==> config.mk <==
export PLATFORM = sky130hd
export DESIGN_NAME = mog_writeback
export DESIGN_NICKNAME = d
export VERILOG_FILES = /design/src/rtl/mog_pkg.sv /design/src/rtl/mog_sync_fifo.sv /design/src/rtl/mog_writeback.sv
export SDC_FILE = /design/constraint.sdc
export NUM_CORES = 2
export LEC_CHECK = 0
export BUFFER_PORTS_ARGS = -buffer_cell sky130_fd_sc_hd__buf_2
export CAP_MARGIN = 20
export CORE_UTILIZATION = 50
export CTS_CLUSTER_DIAMETER = 100
export DETAILED_ROUTE_END_ITERATION = 7
export GPL_ROUTABILITY_DRIVEN = 0
export HOLD_SLACK_MARGIN = 0.02
export PLACE_DENSITY = 0.69
export SLEW_MARGIN = 5
export SYNTH_ARGS = -nofsm -noshare
export SYNTH_HDL_FRONTEND = slang
export SYNTH_SLANG_ARGS = --single-unit
==> constraint.sdc <==
create_clock -name clk -period 131.2 [get_ports clk]
set_clock_uncertainty 0.15 [all_clocks]
set_input_delay 6.56 -clock clk [delete_from_list [all_inputs] [get_ports clk]]
set_output_delay 6.56 -clock clk [all_outputs]
set_load 0.03 [all_outputs]
==> src/rtl/mog_pkg.sv <==
// Shared definitions for the Mixture-of-Gaussians pipeline: parameter bundle
// layout, mask word geometry and the write-back packer state encoding.
package mog_pkg;

  localparam int PARAM_W  = 32;
  localparam int N_GAUSS  = 3;
  localparam int BUNDLE_W = PARAM_W * 3 * N_GAUSS;

  // Bundle layout {w3,sd3,mean3,w2,sd2,mean2,w1,sd1,mean1}, mean1 at bit 0
  localparam int MEAN1_LSB = 0;
  localparam int SD1_LSB   = 32;
  localparam int W1_LSB    = 64;
  localparam int MEAN2_LSB = 96;
  localparam int SD2_LSB   = 128;
  localparam int W2_LSB    = 160;
  localparam int MEAN3_LSB = 192;
  localparam int SD3_LSB   = 224;
  localparam int W3_LSB    = 256;

  localparam int MASK_W     = 32;
  localparam int MASK_IDX_W = 5;

  typedef enum logic [0:0] {
    ACCUM = 1'b0,
    HOLD  = 1'b1
  } wb_state_e;

  // One-hot placement of a foreground flag at its bit slot in a mask word.
  function automatic logic [MASK_W-1:0] fg_bit(input logic fg, input logic [MASK_IDX_W-1:0] idx);
    fg_bit = {{(MASK_W-1){1'b0}}, fg} << idx;
  endfunction

endpackage

==> src/rtl/mog_sync_fifo.sv <==
// Synchronous FIFO with registered empty/not-full flags; a push and a pop may
// complete in the same cycle, but a push is never taken while full.
module mog_sync_fifo #(
  parameter int WIDTH = 289,
  parameter int DEPTH = 4
) (
  input  logic             clk,
  input  logic             rst,
  input  logic             push,
  input  logic [WIDTH-1:0] wdata,
  input  logic             pop,
  output logic [WIDTH-1:0] rdata,
  output logic             empty,
  output logic             not_full
);

  localparam int PTR_W = (DEPTH > 1) ? $clog2(DEPTH) : 1;
  localparam int CNT_W = $clog2(DEPTH + 1);
  localparam logic [PTR_W-1:0] LAST_SLOT = PTR_W'(DEPTH - 1);
  localparam logic [CNT_W-1:0] FULL_CNT  = CNT_W'(DEPTH);

  logic [WIDTH-1:0] mem_r [DEPTH];
  logic [PTR_W-1:0] wr_ptr_r;
  logic [PTR_W-1:0] rd_ptr_r;
  logic [CNT_W-1:0] cnt_r;
  logic [CNT_W-1:0] cnt_next_s;
  logic             empty_r;
  logic             not_full_r;
  logic             do_push_s;
  logic             do_pop_s;

  function automatic logic [PTR_W-1:0] ptr_inc(input logic [PTR_W-1:0] p);
    if (p == LAST_SLOT) begin
      ptr_inc = {PTR_W{1'b0}};
    end else begin
      ptr_inc = p + PTR_W'(1);
    end
  endfunction

  assign do_push_s = push && not_full_r;
  assign do_pop_s  = pop && !empty_r;

  // Occupancy after this cycle's push/pop
  always_comb begin
    cnt_next_s = cnt_r;
    if (do_push_s && !do_pop_s) begin
      cnt_next_s = cnt_r + CNT_W'(1);
    end else if (!do_push_s && do_pop_s) begin
      cnt_next_s = cnt_r - CNT_W'(1);
    end else begin
      cnt_next_s = cnt_r;
    end
  end

  // Entry storage
  always_ff @(posedge clk or posedge rst) begin
    if (rst) begin
      for (int i = 0; i < DEPTH; i++) begin
        mem_r[i] <= {WIDTH{1'b0}};
      end
    end else if (do_push_s) begin
      mem_r[wr_ptr_r] <= wdata;
    end
  end

  // Pointers, occupancy and registered flags
  always_ff @(posedge clk or posedge rst) begin
    if (rst) begin
      wr_ptr_r   <= {PTR_W{1'b0}};
      rd_ptr_r   <= {PTR_W{1'b0}};
      cnt_r      <= {CNT_W{1'b0}};
      empty_r    <= 1'b1;
      not_full_r <= 1'b1;
    end else begin
      if (do_push_s) begin
        wr_ptr_r <= ptr_inc(wr_ptr_r);
      end
      if (do_pop_s) begin
        rd_ptr_r <= ptr_inc(rd_ptr_r);
      end
      cnt_r      <= cnt_next_s;
      empty_r    <= (cnt_next_s == {CNT_W{1'b0}});
      not_full_r <= (cnt_next_s != FULL_CNT);
    end
  end

  assign rdata    = mem_r[rd_ptr_r];
  assign empty    = empty_r;
  assign not_full = not_full_r;

endmodule

==> src/rtl/mog_writeback.sv <==
// MoG write-back stage: buffers detected pixels, emits per-pixel parameter
// records and 32-pixel packed foreground-mask words with frame-relative addresses.
module mog_writeback
  import mog_pkg::*;
#(
  parameter int PIX_PER_FRAME = 76800,
  parameter int FIFO_DEPTH    = 4,
  parameter int ADDR_W        = 17
) (
  input  logic                         clk,
  input  logic                         rst,
  input  logic                         in_valid,
  output logic                         in_ready,
  input  logic                         is_fg,
  input  logic [BUNDLE_W-1:0]          param_in,
  output logic                         prm_valid,
  input  logic                         prm_ready,
  output logic [ADDR_W-1:0]            prm_addr,
  output logic [BUNDLE_W-1:0]          prm_data,
  output logic                         mask_valid,
  input  logic                         mask_ready,
  output logic [ADDR_W-MASK_IDX_W-1:0] mask_addr,
  output logic [MASK_W-1:0]            mask_data,
  output logic                         frame_done,
  output logic                         overflow
);

  localparam int FIFO_W = BUNDLE_W + 1;
  localparam int WORD_W = ADDR_W - MASK_IDX_W;
  localparam logic [ADDR_W-1:0] LAST_PIX = ADDR_W'(PIX_PER_FRAME - 1);

  logic                  fifo_push_s;
  logic                  fifo_pop_s;
  logic                  fifo_empty_s;
  logic                  fifo_not_full_s;
  logic [FIFO_W-1:0]     fifo_rdata_s;
  logic                  pop_fg_s;
  logic [BUNDLE_W-1:0]   pop_data_s;
  logic                  last_pix_s;
  logic                  word_done_s;
  logic                  load_word_s;
  logic                  mask_fire_s;
  logic [MASK_W-1:0]     acc_next_s;

  logic [ADDR_W-1:0]     pix_cnt_r;
  logic [MASK_W-1:0]     acc_r;
  wb_state_e             state_r;
  logic                  prm_valid_r;
  logic [ADDR_W-1:0]     prm_addr_r;
  logic [BUNDLE_W-1:0]   prm_data_r;
  logic [WORD_W-1:0]     mask_addr_r;
  logic [MASK_W-1:0]     mask_data_r;
  logic                  mask_last_r;
  logic                  frame_done_r;
  logic                  overflow_r;

  // in_ready is the FIFO's registered not-full flag, so a full FIFO refuses
  // a push even when a pop frees a slot in the same cycle.
  assign fifo_push_s = in_valid && fifo_not_full_s;

  mog_sync_fifo #(
    .WIDTH (FIFO_W),
    .DEPTH (FIFO_DEPTH)
  ) u_fifo (
    .clk      (clk),
    .rst      (rst),
    .push     (fifo_push_s),
    .wdata    ({is_fg, param_in}),
    .pop      (fifo_pop_s),
    .rdata    (fifo_rdata_s),
    .empty    (fifo_empty_s),
    .not_full (fifo_not_full_s)
  );

  // Pop arbitration and packer next-state
  always_comb begin
    pop_fg_s    = fifo_rdata_s[FIFO_W-1];
    pop_data_s  = fifo_rdata_s[BUNDLE_W-1:0];
    last_pix_s  = (pix_cnt_r == LAST_PIX);
    word_done_s = (pix_cnt_r[MASK_IDX_W-1:0] == {MASK_IDX_W{1'b1}}) || last_pix_s;
    mask_fire_s = (state_r == HOLD) && mask_ready;
    // A word-completing pixel waits only while the previous word is still unaccepted
    fifo_pop_s  = !fifo_empty_s
                  && (!prm_valid_r || prm_ready)
                  && !(word_done_s && (state_r == HOLD) && !mask_ready);
    load_word_s = fifo_pop_s && word_done_s;
    acc_next_s  = acc_r | fg_bit(pop_fg_s, pix_cnt_r[MASK_IDX_W-1:0]);
  end

  // Sticky drop flag for beats offered while the FIFO is full
  always_ff @(posedge clk or posedge rst) begin
    if (rst) begin
      overflow_r <= 1'b0;
    end else if (in_valid && !fifo_not_full_s) begin
      overflow_r <= 1'b1;
    end
  end

  // Pixel counter and mask accumulator
  always_ff @(posedge clk or posedge rst) begin
    if (rst) begin
      pix_cnt_r <= {ADDR_W{1'b0}};
      acc_r     <= {MASK_W{1'b0}};
    end else if (fifo_pop_s) begin
      pix_cnt_r <= last_pix_s ? {ADDR_W{1'b0}} : (pix_cnt_r + ADDR_W'(1));
      acc_r     <= word_done_s ? {MASK_W{1'b0}} : acc_next_s;
    end
  end

  // Parameter write-back record register
  always_ff @(posedge clk or posedge rst) begin
    if (rst) begin
      prm_valid_r <= 1'b0;
      prm_addr_r  <= {ADDR_W{1'b0}};
      prm_data_r  <= {BUNDLE_W{1'b0}};
    end else if (fifo_pop_s) begin
      prm_valid_r <= 1'b1;
      prm_addr_r  <= pix_cnt_r;
      prm_data_r  <= pop_data_s;
    end else if (prm_ready) begin
      prm_valid_r <= 1'b0;
    end
  end

  // Mask word output register
  always_ff @(posedge clk or posedge rst) begin
    if (rst) begin
      mask_addr_r <= {WORD_W{1'b0}};
      mask_data_r <= {MASK_W{1'b0}};
      mask_last_r <= 1'b0;
    end else if (load_word_s) begin
      mask_addr_r <= pix_cnt_r[ADDR_W-1:MASK_IDX_W];
      mask_data_r <= acc_next_s;
      mask_last_r <= last_pix_s;
    end
  end

  // Mask handshake FSM: HOLD while a loaded word awaits mask_ready
  always_ff @(posedge clk or posedge rst) begin
    if (rst) begin
      state_r <= ACCUM;
    end else begin
      case (state_r)
        ACCUM: state_r <= load_word_s ? HOLD : ACCUM;
        HOLD: begin
          if (load_word_s) begin
            state_r <= HOLD;
          end else if (mask_ready) begin
            state_r <= ACCUM;
          end else begin
            state_r <= HOLD;
          end
        end
        default: state_r <= ACCUM;
      endcase
    end
  end

  // Frame completion pulse after the last word of the frame is taken
  always_ff @(posedge clk or posedge rst) begin
    if (rst) begin
      frame_done_r <= 1'b0;
    end else begin
      frame_done_r <= mask_fire_s && mask_last_r;
    end
  end

  assign in_ready   = fifo_not_full_s;
  assign prm_valid  = prm_valid_r;
  assign prm_addr   = prm_addr_r;
  assign prm_data   = prm_data_r;
  assign mask_valid = (state_r == HOLD);
  assign mask_addr  = mask_addr_r;
  assign mask_data  = mask_data_r;
  assign frame_done = frame_done_r;
  assign overflow   = overflow_r;

endmodule

==> impl_metrics.py <==
metrics = {
    "final_layout": {
        "design_area_um2": 75800,
        "fin_nets": 5419,
        "drive_above_1_share_pct": 46.2,
        "syn_to_final_growth_pct": 15.4,
        "fin_util_pct": 58.3,
        "fillCellCount": 10400,
    },
    "grt": {
        "met1_usage_pct": 30.4,
        "grt_pass1_wl_um": 239000,
        "grt_pass1_vias": 41000,
        "grt_max_degree": 176,
        "grt-ovfl-total": 0,
        "use_met2_pct": 38.2,
        "grt.total_usage_pct": 23.2,
        "busiest_layer": "met2",
        "met3_usage_pct": 5.54,
        "antenna_found_initial": 61,
    },
    "synthesis": {
        "syn_area_per_cell_um2": 14.5,
        "netlist_instances": 4541,
        "synth_largest_type_area_fraction_pct": 59.7,
        "syn_area_um2": 65700,
        "ys_types": 48,
        "synth_area_leaders": "dfrtp_1 (60%), mux2_2 (20%), mux4_2 (9.9%)",
        "synth_top_cell_by_area": "dfrtp_1",
        "synth_commonest_cells": "dfrtp_1 (1566), mux2_2 (1158), nand2_1 (939), mux4_2 (289), buf_2 (184)",
        "ys_ff_latch": 1568,
        "yosysWarningCount": 0,
        "synth_seq_area_share_pct": 59.8,
        "syn_nets": 4844,
        "synth-main-ff-cell": "dfrtp_1",
        "synth_edf_count": 0,
        "async_flop_share_pct": 100,
        "yosysMostFrequentCell": "dfrtp_1",
    },
    "timing": {
        "timing.fmax_ghz": 0.0799,
        "rsz0062_at_grt": "false",
        "finalHoldViolCount": 0,
        "setup_tns_ps": 0,
        "slew_viol_final": 0,
        "setup_viol": 0,
        "final.min_clock_period_ps": 12510,
        "maxSlewHeadroom_pct": 22.9,
        "fin_crit_sh_pct": 9.54,
        "max_slew.worst_pin.slew_ps": 1160,
    },
    "power": {
        "p_sw_share_pct": 33.6,
        "ir_drop_v": 0.0000162,
        "power_density_nw_per_um2": 27.3,
        "p_clk_share_pct": 22.2,
        "p_int_uw": 1380,
        "p_leak_uw": 0.0349,
        "power_switching_uw": 696,
        "seq_power_share_pct": 40.8,
        "combPwrFrac_pct": 37.1,
    },
    "critical_path": {
        "critical_path_class": "in2async",
        "critical_path.endpoint_type": "async pin",
        "cp_max_fo": 161,
        "worst_r2r_path_depth": 10,
        "crit_arrival_ps": 13140,
        "cp-start-kind": "input port",
        "critPathRequiredTime_ps": 131820,
    },
    "route": {
        "vias_per_cell": 5.56,
        "drc": 0,
        "drt_iter0_markers": 2357,
        "vias": 39000,
        "antenna_left": 0,
        "wl_um": 153000,
        "firstDrtPassIters": 5,
        "wire_per_inst_um": 21.8,
    },
    "run": {
        "maxCapViolCount": 0,
    },
    "clock_network": {
        "clockBufferDepth": 3,
        "clk_latency_ps": 790,
        "cts_setup_buffers": 0,
        "cts_resized": 0,
        "h-tree-depth": 4,
        "cts_buffers": 162,
        "cts_tree": "done",
        "cts.clk_slew.worst_paths_ps": 60,
        "postCtsHoldBufs": 0,
        "clockRootBuffer": "clkbuf_16",
        "clock-sinks": 1568,
    },
    "floorplanning": {
        "die_x_um": 364,
        "fp.coreArea_um2": 130000,
        "ioPinCount": 648,
        "die_area_um2": 133000,
        "initial_utilization_pct": 50.5,
        "rows": 132,
        "die_y_um": 364,
    },
    "worst_hold_path": {
        "hold_depth": 1,
        "hp-class": "reg2reg",
    },
    "placed_design": {
        "placed_cell_area_um2": 70300,
        "hpwl_um": 91900,
        "placement.io_buffers": 647,
    },
    "run_status": {
        "status": "completed",
    },
}
## registers in the layout, summed over array words and instances (netlist names)
| register | count |
|---|---|
| prm_valid | 1 |
| u_fifo.empty | 1 |
| overflow | 1 |
| mask_valid | 1 |
| frame_done | 1 |
| mask_data | 32 |
| u_fifo.wr_ptr_r | 2 |
| mask_last_r | 1 |
| u_fifo.rd_ptr_r | 2 |
| acc_r | 32 |
| u_fifo.mem_r | 1156 |
| prm_addr | 17 |
| pix_cnt_r | 17 |
| mask_addr | 12 |
| u_fifo.cnt_r | 3 |
| u_fifo.not_full | 1 |
| prm_data | 288 |
## per-layer routing
layer,vias to the layer above,part of all wire [%],wire (um)
li1,17200,-,-
met1,20600,42,64800
met2,864,49,74200
met3,294,5.7,8760
met4,40,3.0,4650
met5,-,0.17,266
## logic make-up after synthesis
kind of cell | synth area share [%]
and+or+nand+nor | 6.08
muxes | 30.6
adders and majority gates | 0.187
AOI/OAI and AO/OA | 0.962
DFF | 59.8
buffers and inverters | 2.35
xor gates and xnor gates | 0.0934
## final timing paths
kind                                                  end                      from  slack, ps
setup / recovery                 prm_data[51]$_DFFE_PP0N_                       rst     118690
hold / removal                       overflow$_DFFE_PP0P_      overflow$_DFFE_PP0P_        310
setup reg to reg                prm_data[179]$_DFFE_PP0N_  pix_cnt_r[1]$_DFFE_PP0N_     126390
hold reg to reg                      overflow$_DFFE_PP0P_      overflow$_DFFE_PP0P_        310
max in group clk                prm_data[179]$_DFFE_PP0N_                mask_ready     121220
min in group asynchronous  u_fifo.mem_r[1083]$_DFFE_PP0P_                       rst       5740
## cells in the final DEF (no fill, tap or decap), types with 5 or more instances in the layout
cell,instances
a21oi_1,38
a31oi_1,32
and3_1,5
buf_12,11
buf_2,647
buf_4,37
bufinv_16,6
clkbuf_1,42
clkbuf_16,164
clkbuf_8,41
clkinv_2,22
dfrtp_1,1564
diode_2,27
ha_1,9
inv_1,40
inv_6,5
mux2_2,1158
mux2_4,13
mux2i_1,33
mux4_2,289
nand2_1,935
nand3_1,11
nor2_1,43
nor3_1,5
o21ai_0,16
xnor2_1,7
## worst max-delay path, cell delays in order
cell	delay, ps
buf_2	130
inv_8	490
buf_12	580
buf_4	840
buf_4	740
buf_4	790
buf_4	800
buf_4	880
buf_4	880
## power by group through the flow
stage / clock network [uW] / registers (uW) / logic, uW
global route: 489 / 872 / 829
floorplan: 0 / 909 / 521
CTS: 470 / 843 / 778
global placement: 0 / 838 / 759
detailed placement: 0 / 849 / 775
finish: 459 / 844 / 768
## area by class of cell
class,count,area (um2),share of cell area [%]
Clock inverter,43,544,0.718
Multi-Input combinational cell,2646,24900,32.9
Tap cell,1742,2180,2.88
Sequential cell,1568,39200,51.8
Clock buffer,247,4830,6.37
Antenna cell,27,67.6,0.0892
Timing Repair Buffer,697,3790,5.00
Inverter,41,161,0.213
## metrics by stage
stage	cells	worst slack, ps	hold slack, ps	total power, uW
floorplan	4541	80250	309	1430
global placement	6692	117610	287	1600
detailed placement	6692	117520	294	1620
CTS	6982	118380	307	2090
global route	7002	117610	335	2190
finish	7011	118690	311	2070
No activity file was read; power rests on OpenSTA's default activity.
